--- config.mk ---
export PLATFORM = sky130hd
export DESIGN_NAME = cnt_tff_ctrl
export DESIGN_NICKNAME = d
export VERILOG_FILES = /design/src/rtl/cnt_tff_ctrl.sv
export SDC_FILE = /design/constraint.sdc
export NUM_CORES = 1
export LEC_CHECK = 0
export BUFFER_PORTS_ARGS = -buffer_cell sky130_fd_sc_hd__buf_2
export CORE_AREA = 8 8 47 77
export DETAILED_ROUTE_END_ITERATION = 7
export DIE_AREA = 0 0 55 85
export PLACE_DENSITY = 0.72
export SYNTH_ARGS = -nofsm -noshare
export SYNTH_HDL_FRONTEND = slang
export SYNTH_SLANG_ARGS = --single-unit
--- constraint.sdc ---
create_clock -name CLK -period 2.34 [get_ports CLK]
set_input_delay 0.468 -clock CLK [delete_from_list [all_inputs] [get_ports CLK]]
set_output_delay 0.468 -clock CLK [all_outputs]
set_load 0.05 [all_outputs]
--- src/rtl/cnt_tff_ctrl.sv ---
// Sequencing controller for a chain of T flip-flops: turns start/stop/clear and the
// chain's current value into per-bit toggle enables, with run/pause/done sequencing.

module cnt_tff_lane (
    input  logic q,
    input  logic up_pre,
    input  logic dn_pre,
    input  logic dir,
    input  logic mode_pass,
    input  logic mode_inv,
    input  logic mode_cnt,
    output logic t_en
);
    // Toggling with T=Q drives the bit to 0, T=~Q drives it to 1.
    assign t_en = (mode_pass & q) | (mode_inv & ~q) | (mode_cnt & (dir ? dn_pre : up_pre));
endmodule

module cnt_tff_ctrl #(
    parameter int WIDTH = 8
) (
    input  logic             CLK,
    input  logic             RST,
    input  logic             START,
    input  logic             STOP,
    input  logic             CLR,
    input  logic             ONESHOT,
    input  logic             DIR,
    input  logic [WIDTH-1:0] TC_VAL,
    input  logic [WIDTH-1:0] Q_IN,
    output logic [WIDTH-1:0] T_EN,
    output logic             BUSY,
    output logic             DONE,
    output logic             WRAP,
    output logic [1:0]       STATE
);
    typedef enum logic [1:0] {
        S_IDLE  = 2'b00,
        S_RUN   = 2'b01,
        S_PAUSE = 2'b10,
        S_DONE  = 2'b11
    } state_e;

    state_e           state_q, state_d;
    logic             oneshot_q, oneshot_d;
    logic             dir_q, dir_d;
    logic [WIDTH-1:0] tc_q, tc_d;
    logic             done_q, done_d;
    logic             wrap_q, wrap_d;

    logic             mode_pass, mode_inv, mode_cnt;
    logic [WIDTH-1:0] up_pre, dn_pre;

    // Carry/borrow prefixes: bit i toggles when all lower bits are 1 (up) or 0 (down).
    assign up_pre[0] = 1'b1;
    assign dn_pre[0] = 1'b1;
    for (genvar i = 1; i < WIDTH; i++) begin : g_pre
        assign up_pre[i] = up_pre[i-1] & Q_IN[i-1];
        assign dn_pre[i] = dn_pre[i-1] & ~Q_IN[i-1];
    end

    for (genvar i = 0; i < WIDTH; i++) begin : g_lane
        cnt_tff_lane u_lane (
            .q         (Q_IN[i]),
            .up_pre    (up_pre[i]),
            .dn_pre    (dn_pre[i]),
            .dir       (dir_q),
            .mode_pass (mode_pass),
            .mode_inv  (mode_inv),
            .mode_cnt  (mode_cnt),
            .t_en      (T_EN[i])
        );
    end

    always_comb begin
        state_d   = state_q;
        oneshot_d = oneshot_q;
        dir_d     = dir_q;
        tc_d      = tc_q;
        done_d    = 1'b0;
        wrap_d    = 1'b0;
        mode_pass = 1'b0;
        mode_inv  = 1'b0;
        mode_cnt  = 1'b0;
        if (CLR) begin
            mode_pass = 1'b1;
            state_d   = S_IDLE;
        end else begin
            case (state_q)
                S_IDLE: begin
                    if (START && !STOP) begin
                        oneshot_d = ONESHOT;
                        dir_d     = DIR;
                        tc_d      = TC_VAL;
                        state_d   = S_RUN;
                    end
                end
                S_RUN: begin
                    if (STOP) begin
                        state_d = S_PAUSE;
                    end else if (Q_IN == tc_q) begin
                        if (oneshot_q) begin
                            state_d = S_DONE;
                            done_d  = 1'b1;
                        end else begin
                            mode_pass = ~dir_q;
                            mode_inv  = dir_q;
                            wrap_d    = 1'b1;
                        end
                    end else begin
                        mode_cnt = 1'b1;
                    end
                end
                S_PAUSE: begin
                    if (START && !STOP) state_d = S_RUN;
                end
                S_DONE: begin
                    // Relaunch also clears the held terminal count on the same edge.
                    if (START && !STOP) begin
                        oneshot_d = ONESHOT;
                        dir_d     = DIR;
                        tc_d      = TC_VAL;
                        state_d   = S_RUN;
                        mode_pass = 1'b1;
                    end
                end
                default: state_d = S_IDLE;
            endcase
        end
    end

    always_ff @(posedge CLK or posedge RST) begin
        if (RST) begin
            state_q   <= S_IDLE;
            oneshot_q <= 1'b0;
            dir_q     <= 1'b0;
            tc_q      <= '0;
            done_q    <= 1'b0;
            wrap_q    <= 1'b0;
        end else begin
            state_q   <= state_d;
            oneshot_q <= oneshot_d;
            dir_q     <= dir_d;
            tc_q      <= tc_d;
            done_q    <= done_d;
            wrap_q    <= wrap_d;
        end
    end

    assign BUSY  = (state_q == S_RUN);
    assign DONE  = done_q;
    assign WRAP  = wrap_q;
    assign STATE = state_q;
endmodule
# Yosys cells after proc, flatten, opt, wreduce, memory -nomap -nowiden

Index checks and enable logic that the tools add are counted.

Bits in registers: 14

Eq/ne operators: 7
Multiplexer cells: 38
Bitwise operators: 61
Reduce and logical (&&, ||, !) cells: 7

Operators with widths:

| operator                                             | count |
|---|---|
| AND 1 bit                                            | 35 |
| two-way mux 1 bit                                    | 31 |
| bitwise OR 1 bit                                     | 16 |
| two-way mux 2 bit                                    | 5 |
| NOT 1 bit                                            | 10 |
| equality test 8 bit                                  | 1 |
| != test 4 x 3 -> 1 bit (second input constant)       | 2 |
| AND reduction 3 bit                                  | 2 |
| equality test 2 bit (second input constant)          | 2 |
| case mux 2 bit (2 select lines)                      | 1 |
| != test 3 x 1 -> 1 bit (second input constant)       | 1 |
| OR reduction 3 bit                                   | 1 |
| equality test 2 x 1 -> 1 bit (second input constant) | 1 |
| zero test 2 bit                                      | 1 |
| case mux 1 bit (2 select lines)                      | 1 |
| OR reduction 2 bit                                   | 1 |
| logical AND 1 bit                                    | 1 |
| zero test 1 bit                                      | 1 |

# Logic depth before layout (Yosys ltp)

Word-level depth: 10
Gate-level depth with buffers: 8
Mapped depth without buffers: 7

# Hierarchy

From an unflattened synthesis, not the netlist that was laid out.

Cells, all modules: 102
Area, all modules: 1,034.7 um^2

By module, submodules not included:

| module       | instances | cells an instance | area each (um^2) | seq. area each (um^2) |
|---|---|---|---|---|
| cnt_tff_ctrl | 1         | 78                | 814.5            | 350.3 |
| cnt_tff_lane | 8         | 3                 | 27.5             | 0.0 |

# Worst setup path after synthesis

Ideal clock, no wire load.

Kind: flip-flop to output port
Start: reg state_q[0], in the netlist STATE[0]
End: out T_EN[5]
Arrival time: 2,586 ps
Path slack: -714 ps
Cell stages (with the launch flop): 8
Cell sequence: dfrtp_1 -> ha_1 -> nand2b_4 -> or4b_4 -> nor3_4 -> o22ai_1 -> o21ai_1 -> buf_4

Cells in the longest elaborated chain, start to end: 6
Elaborated cells on any way between the ends: 13
Those cells by class: eq/ne (2); mux (6); bitwise (5)

Ends and longest elaborated chain:

| item                                                                 | RTL line | source |
|---|---|---|
| start, declared                                                      | 43       | `state_e state_q, state_d;` |
| start signal, assigned                                               | 140      | `state_q <= state_d;` |
| equality test 2 x 1 -> 1 bit *                                       | -        |  |
| named net BUSY                                                       | 31       | `output logic BUSY,` |
| case mux 1 bit (2 select lines) or two-way mux 1 bit (tied branches) | 88       | `case (state_q)` |
| two-way mux 1 bit                                                    | 84       | `if (CLR) begin` |
| AND 1 bit                                                            | 15       | `assign t_en = (mode_pass & q) \| (mode_inv & ~q) \| (mode_cnt & (dir ? dn_pre : up_pre));` |
| bitwise OR 1 bit                                                     | 15       |  |
| bitwise OR 1 bit *                                                   | 15       |  |
| end, declared                                                        | 30       | `output logic [WIDTH-1:0] T_EN,` |

Mark *: on every way through the listed nets, which the timed path passes. The rest lies on a longest branch.

# Final worst setup path

Start: reg state_q[1], in the netlist STATE[1]
End: out T_EN[3]

Cells in the longest elaborated chain, start to end: 6
Elaborated cells on any way between the ends: 13
Those cells by class: eq/ne (2); mux (6); bitwise (5)

Ends and longest elaborated chain:

| item                                                                 | RTL line |
|---|---|
| equality test 2 bit or equality test 2 x 1 -> 1 bit (tied branches)  | 88 |
| case mux 1 bit (2 select lines) or two-way mux 1 bit (tied branches) | 88 |
| two-way mux 1 bit                                                    | 84 |
| AND 1 bit                                                            | 15 |
| bitwise OR 1 bit                                                     | 15 |
| bitwise OR 1 bit *                                                   | 15 |

Every way passes the cells marked *; elsewhere a longest branch is shown, timed or not.

==> results by stage <==
Run status:
- The flow ran to the end, but the final reports show violations.
- The final reports fail on setup timing.

Placed design:
- Routability-driven placement finished with a final weighted congestion of about 0.83.
- The placement-stage worst setup slack is -0.155 ns.
- Once detailed placement completed, the half-perimeter wirelength came to 2290 microns.
- The count of input and output buffers is 35.

Timing:
- The slew of the pin with the lowest slew margin is approximately 0.52 ns.
- After layout, the worst path uses 111% of the clock period.
- Timing would allow up to approximately 380 MHz.
- The worst slew slack as a fraction of its limit is 65.3%.
- The slack of the critical path is -0.259 ns.
- The final count of pins violating max slew is 0.
- Setup repair after global routing could not meet its margin everywhere.
- The final hold violation count is 0.
- The setup violation total in the final timing report is 8.
- For the final database, setup skew stands at roughly 0.0011 ns.
- The final hold slack is 0.255 ns.
- The post-route minimum period is approximately 2.6 ns.

Clock network:
- TritonCTS created 3 clock buffers.
- The cts-stage hold buffer count is 0.
- No sink is reached through more buffers than the 2 on the longest clock path.
- At the later pin of the worst-skew pair, clock insertion delay measures ~0.24 ns.
- The clock transition at the registers of the reported paths is approximately 0.05 ns.
- CTS placed an instance of sky130_fd_sc_hd__clkbuf_8 at the clock tree root.
- The clock tree from TritonCTS is built.
- The clock net in this run drives a total of 14 sinks.
- CTS built an H-tree with a depth of 1.

Setup path:
- The capturing element type of the critical path is an output port.
- The worst reg2reg path depth is 5.
- Data on the critical path is required at its endpoint by ~1.9 ns.
- The worst setup path is launched from a flip-flop.
- The most critical setup path has its startpoint at STATE[1].
- The category of the critical setup timing path is reg2out.
- The arrival time at the worst endpoint is 2.13 ns.
- The launching point of the worst reg2reg path is tc_q[5].
- Along the worst path, the maximum fanout reaches 7.

Synth:
- The sequential cell area fraction in the yosys report is between 30% and 40%.
- After synthesis the cells add up to between 1000 and 1500 sq um.
- The per-instance average area after synthesis is approximately 9.6 sq um.
- The cell with the most instances after synthesis is sky130_fd_sc_hd__dfrtp_1.
- After synthesis, the largest area contributor takes up between 30% and 40% of total cell area.
- The number of distinct library cells after synthesis is 33.
- For this run, the number of Yosys warnings is 0.
- The cell taking the most area after synthesis is sky130_fd_sc_hd__dfrtp_1.
- The most used flip-flop cell after synthesis is sky130_fd_sc_hd__dfrtp_1.
- After synthesis, the share of flip-flops with an asynchronous set or reset is 100%.
- By area the synthesized netlist is led by sky130_fd_sc_hd__dfrtp_1 (32%), sky130_fd_sc_hd__mux2_2 (9.2%), sky130_fd_sc_hd__xnor2_1 (6.3%).
- In the synthesized netlist, the number of instances is approximately 120.
- The number of enable-type register cells in the synthesized netlist is 0.
- The number of nets in the synthesized netlist is 140.
- The commonest cells after synthesis are sky130_fd_sc_hd__dfrtp_1 (14), sky130_fd_sc_hd__nand2_1 (11), sky130_fd_sc_hd__mux2_2 (9).
- After synthesis the netlist holds a flip-flop and latch count of 14.

GRT:
- The number of global-route vias before repair was approximately 1100.
- The first-pass GRT wire length is slightly below 5000 microns.
- The number of antenna violations at the first check in global routing is 0.
- Global routing finished with a remaining overflow of 0.
- Across every metal layer, demand over resource in global routing totals between 10 and 15%.
- Entering global routing, the biggest net connects 15 pins.

Final layout:
- After the last flow step, the layout net total stands at between 150 and 200.
- Summing all multi-input logic gate instances after layout gives ~700 sq um.
- In the final layout, flip-flops and latches occupy between 300 and 400 sq um.
- After filler insertion, the fill cell instance count of the layout stands at about 240.
- The antenna diode count is 0.
- The proportion of layout cells with a drive suffix above 1 is between 50 and 60%.
- Relative to the synthesized area, the layout overhead comes to 44.8%.

Floorplanning:
- The starting utilization of the core area is between 40% and 50%.
- The vertical die dimension is between 80 and 90 microns.
- The count of standard-cell rows is 25.
- The die extent in x is 55 microns.
- 36 I/O pins were placed.
- The die covers ~4700 sq um.
- The core area is between 2000 and 3000 sq um.

Routing:
- The mean number of vias per cell is 5.30.
- The detailed router finished its first iteration with 14 violations.
- The post-route antenna net violation count is 0.
- The number of vias in the routed layout is approximately 1000.
- The overall routed net length is between 2000 and 3000 microns.
- In the routed design, unresolved DRC markers number 0.
- The first-pass detailed-route iteration total is 4.
- Dividing the detail-routed wire length by the instance count gives 14.6 microns.

Power and ir drop:
- The cell area power density is 580 nW/um^2.
- The share of power burned in the clock network is 24.3%.
- Summed over all cells, the static leakage comes to about 0.00075 uW.
- Of the total power, combinational logic draws between 30% and 40%.
- Sequential cells account for a little over a third of the total power.
- The switching share of power is 33.8%.
- The design draws around 930 uW.
- The power dissipated by switching net loads is between 300 and 400 uW.
- VDD sags by at most 0.000432 V.
- The internal portion of total power is around 610 uW.

Flow run:
- Across the run, the number of max-cap violations was 0.

Worst hold path:
- The kind of path behind the tightest hold check is in2async.
through the flow:
| stage | utilization [%] | setup TNS [ns] | cells | instance area, sq um |
|---|---|---|---|---|
| 6_report | 60.9 | -1.78 | 193 | 1600 |
| 2_1_floorplan | - | -1.60 | 115 | 1130 |
| 4_1_cts | 57.7 | -1.72 | 190 | 1520 |
| 3_3_place_gp | 53.5 | -0.744 | 186 | 1410 |
| 5_1_grt | 60.9 | -2.44 | 193 | 1600 |
| 3_5_place_dp | 53.5 | -0.955 | 186 | 1410 |
metal layers:
metal,vias up,global-route usage [%],part of all wire [%]
met4,0,5.49,0.71
met5,-,0,0
met2,26,22.8,60
met1,486,14.2,35
li1,509,-,-
met3,2,1.58,4.7
worst paths after layout:
check | to | slack (ns)
max | T_EN[3] | -0.26
min | tc_q[4] | 0.25
max reg2reg | STATE[1] | 0.58
min reg2reg | WRAP | 0.52
max in group asynchronous | STATE[1] | 1.71
min in group CLK | oneshot_q | 0.44
area by class of cell:
cell class | count | area share, %
clock buffers | 4 | 3.44
multi-input cells | 84 | 44.9
repair buffers | 59 | 26.3
inverters | 5 | 1.17
well taps | 27 | 2.11
flip-flops and latches | 14 | 22.0
state kept, by name, indices dropped and copies added, names as in the netlist:
name	flops
oneshot_q	1
STATE	2
tc_q	8
DONE	1
dir_q	1
WRAP	1
power groups by stage:
| stage | Combinational (uW) | Clock [uW] | Sequential, uW |
|---|---|---|---|
| 2_1_floorplan | 257 | 0 | 340 |
| 3_3_place_gp | 330 | 0 | 339 |
| 3_5_place_dp | 340 | 0 | 343 |
| 4_1_cts | 356 | 233 | 339 |
| 5_1_grt | 395 | 248 | 345 |
| 6_report | 363 | 225 | 340 |
repair_timing:
action,CTS,global route
setup buffers,0,3
cloned,0,0
pin swaps,0,5
resized for setup,18,10
hold endpoints to repair,0,0
endpoints found under the setup margin,8,8
logic make-up (layout without fill, tap and decap cells):
logic type | count (synthesis) | count (layout) | synth area share [%]
AO/OA/AOI/OAI | 25 | 25 | 14.0
XOR/XNOR | 10 | 10 | 9.29
adder cells (fa/ha/maj) | 2 | 2 | 2.26
buffers and inverters | 17 | 68 | 8.95
flip-flops | 14 | 14 | 31.7
multiplexers | 10 | 10 | 10.1
AND/OR/NAND/NOR | 37 | 37 | 23.7
critical path: stages (launching register included):
cell and delay [ns]:
sky130_fd_sc_hd__dfrtp_2 0.40, sky130_fd_sc_hd__inv_2 0.08, sky130_fd_sc_hd__ha_4 0.15, sky130_fd_sc_hd__nand2b_4 0.05, sky130_fd_sc_hd__or4b_4 0.51, sky130_fd_sc_hd__nor3_4 0.21
sky130_fd_sc_hd__buf_6 0.16, sky130_fd_sc_hd__o22ai_1 0.08, sky130_fd_sc_hd__o21ai_1 0.09, sky130_fd_sc_hd__buf_6 0.18
cell usage in the layout, fill, tap and decap left out, types with 2 or more instances in the layout:
cell type / n
sky130_fd_sc_hd__inv_1: 4
sky130_fd_sc_hd__a31oi_1: 3
sky130_fd_sc_hd__nor3b_1: 2
sky130_fd_sc_hd__dfrtp_1: 12
sky130_fd_sc_hd__clkbuf_8: 4
sky130_fd_sc_hd__a21oi_1: 3
sky130_fd_sc_hd__dfrtp_2: 2
sky130_fd_sc_hd__mux2_2: 9
sky130_fd_sc_hd__buf_2: 27
sky130_fd_sc_hd__nor3_1: 3
sky130_fd_sc_hd__nand2_1: 11
sky130_fd_sc_hd__nor2_1: 5
sky130_fd_sc_hd__o22ai_1: 3
sky130_fd_sc_hd__xnor2_2: 2
sky130_fd_sc_hd__or3_4: 2
sky130_fd_sc_hd__nor4_1: 2
sky130_fd_sc_hd__buf_4: 22
sky130_fd_sc_hd__o21ai_1: 3
sky130_fd_sc_hd__o22ai_2: 4
sky130_fd_sc_hd__nand4_4: 2
sky130_fd_sc_hd__o21ai_2: 4
sky130_fd_sc_hd__nor3_4: 2
sky130_fd_sc_hd__buf_6: 9
sky130_fd_sc_hd__o21ai_0: 2
sky130_fd_sc_hd__xnor2_1: 8
No activity file was read; power rests on OpenSTA's default activity.
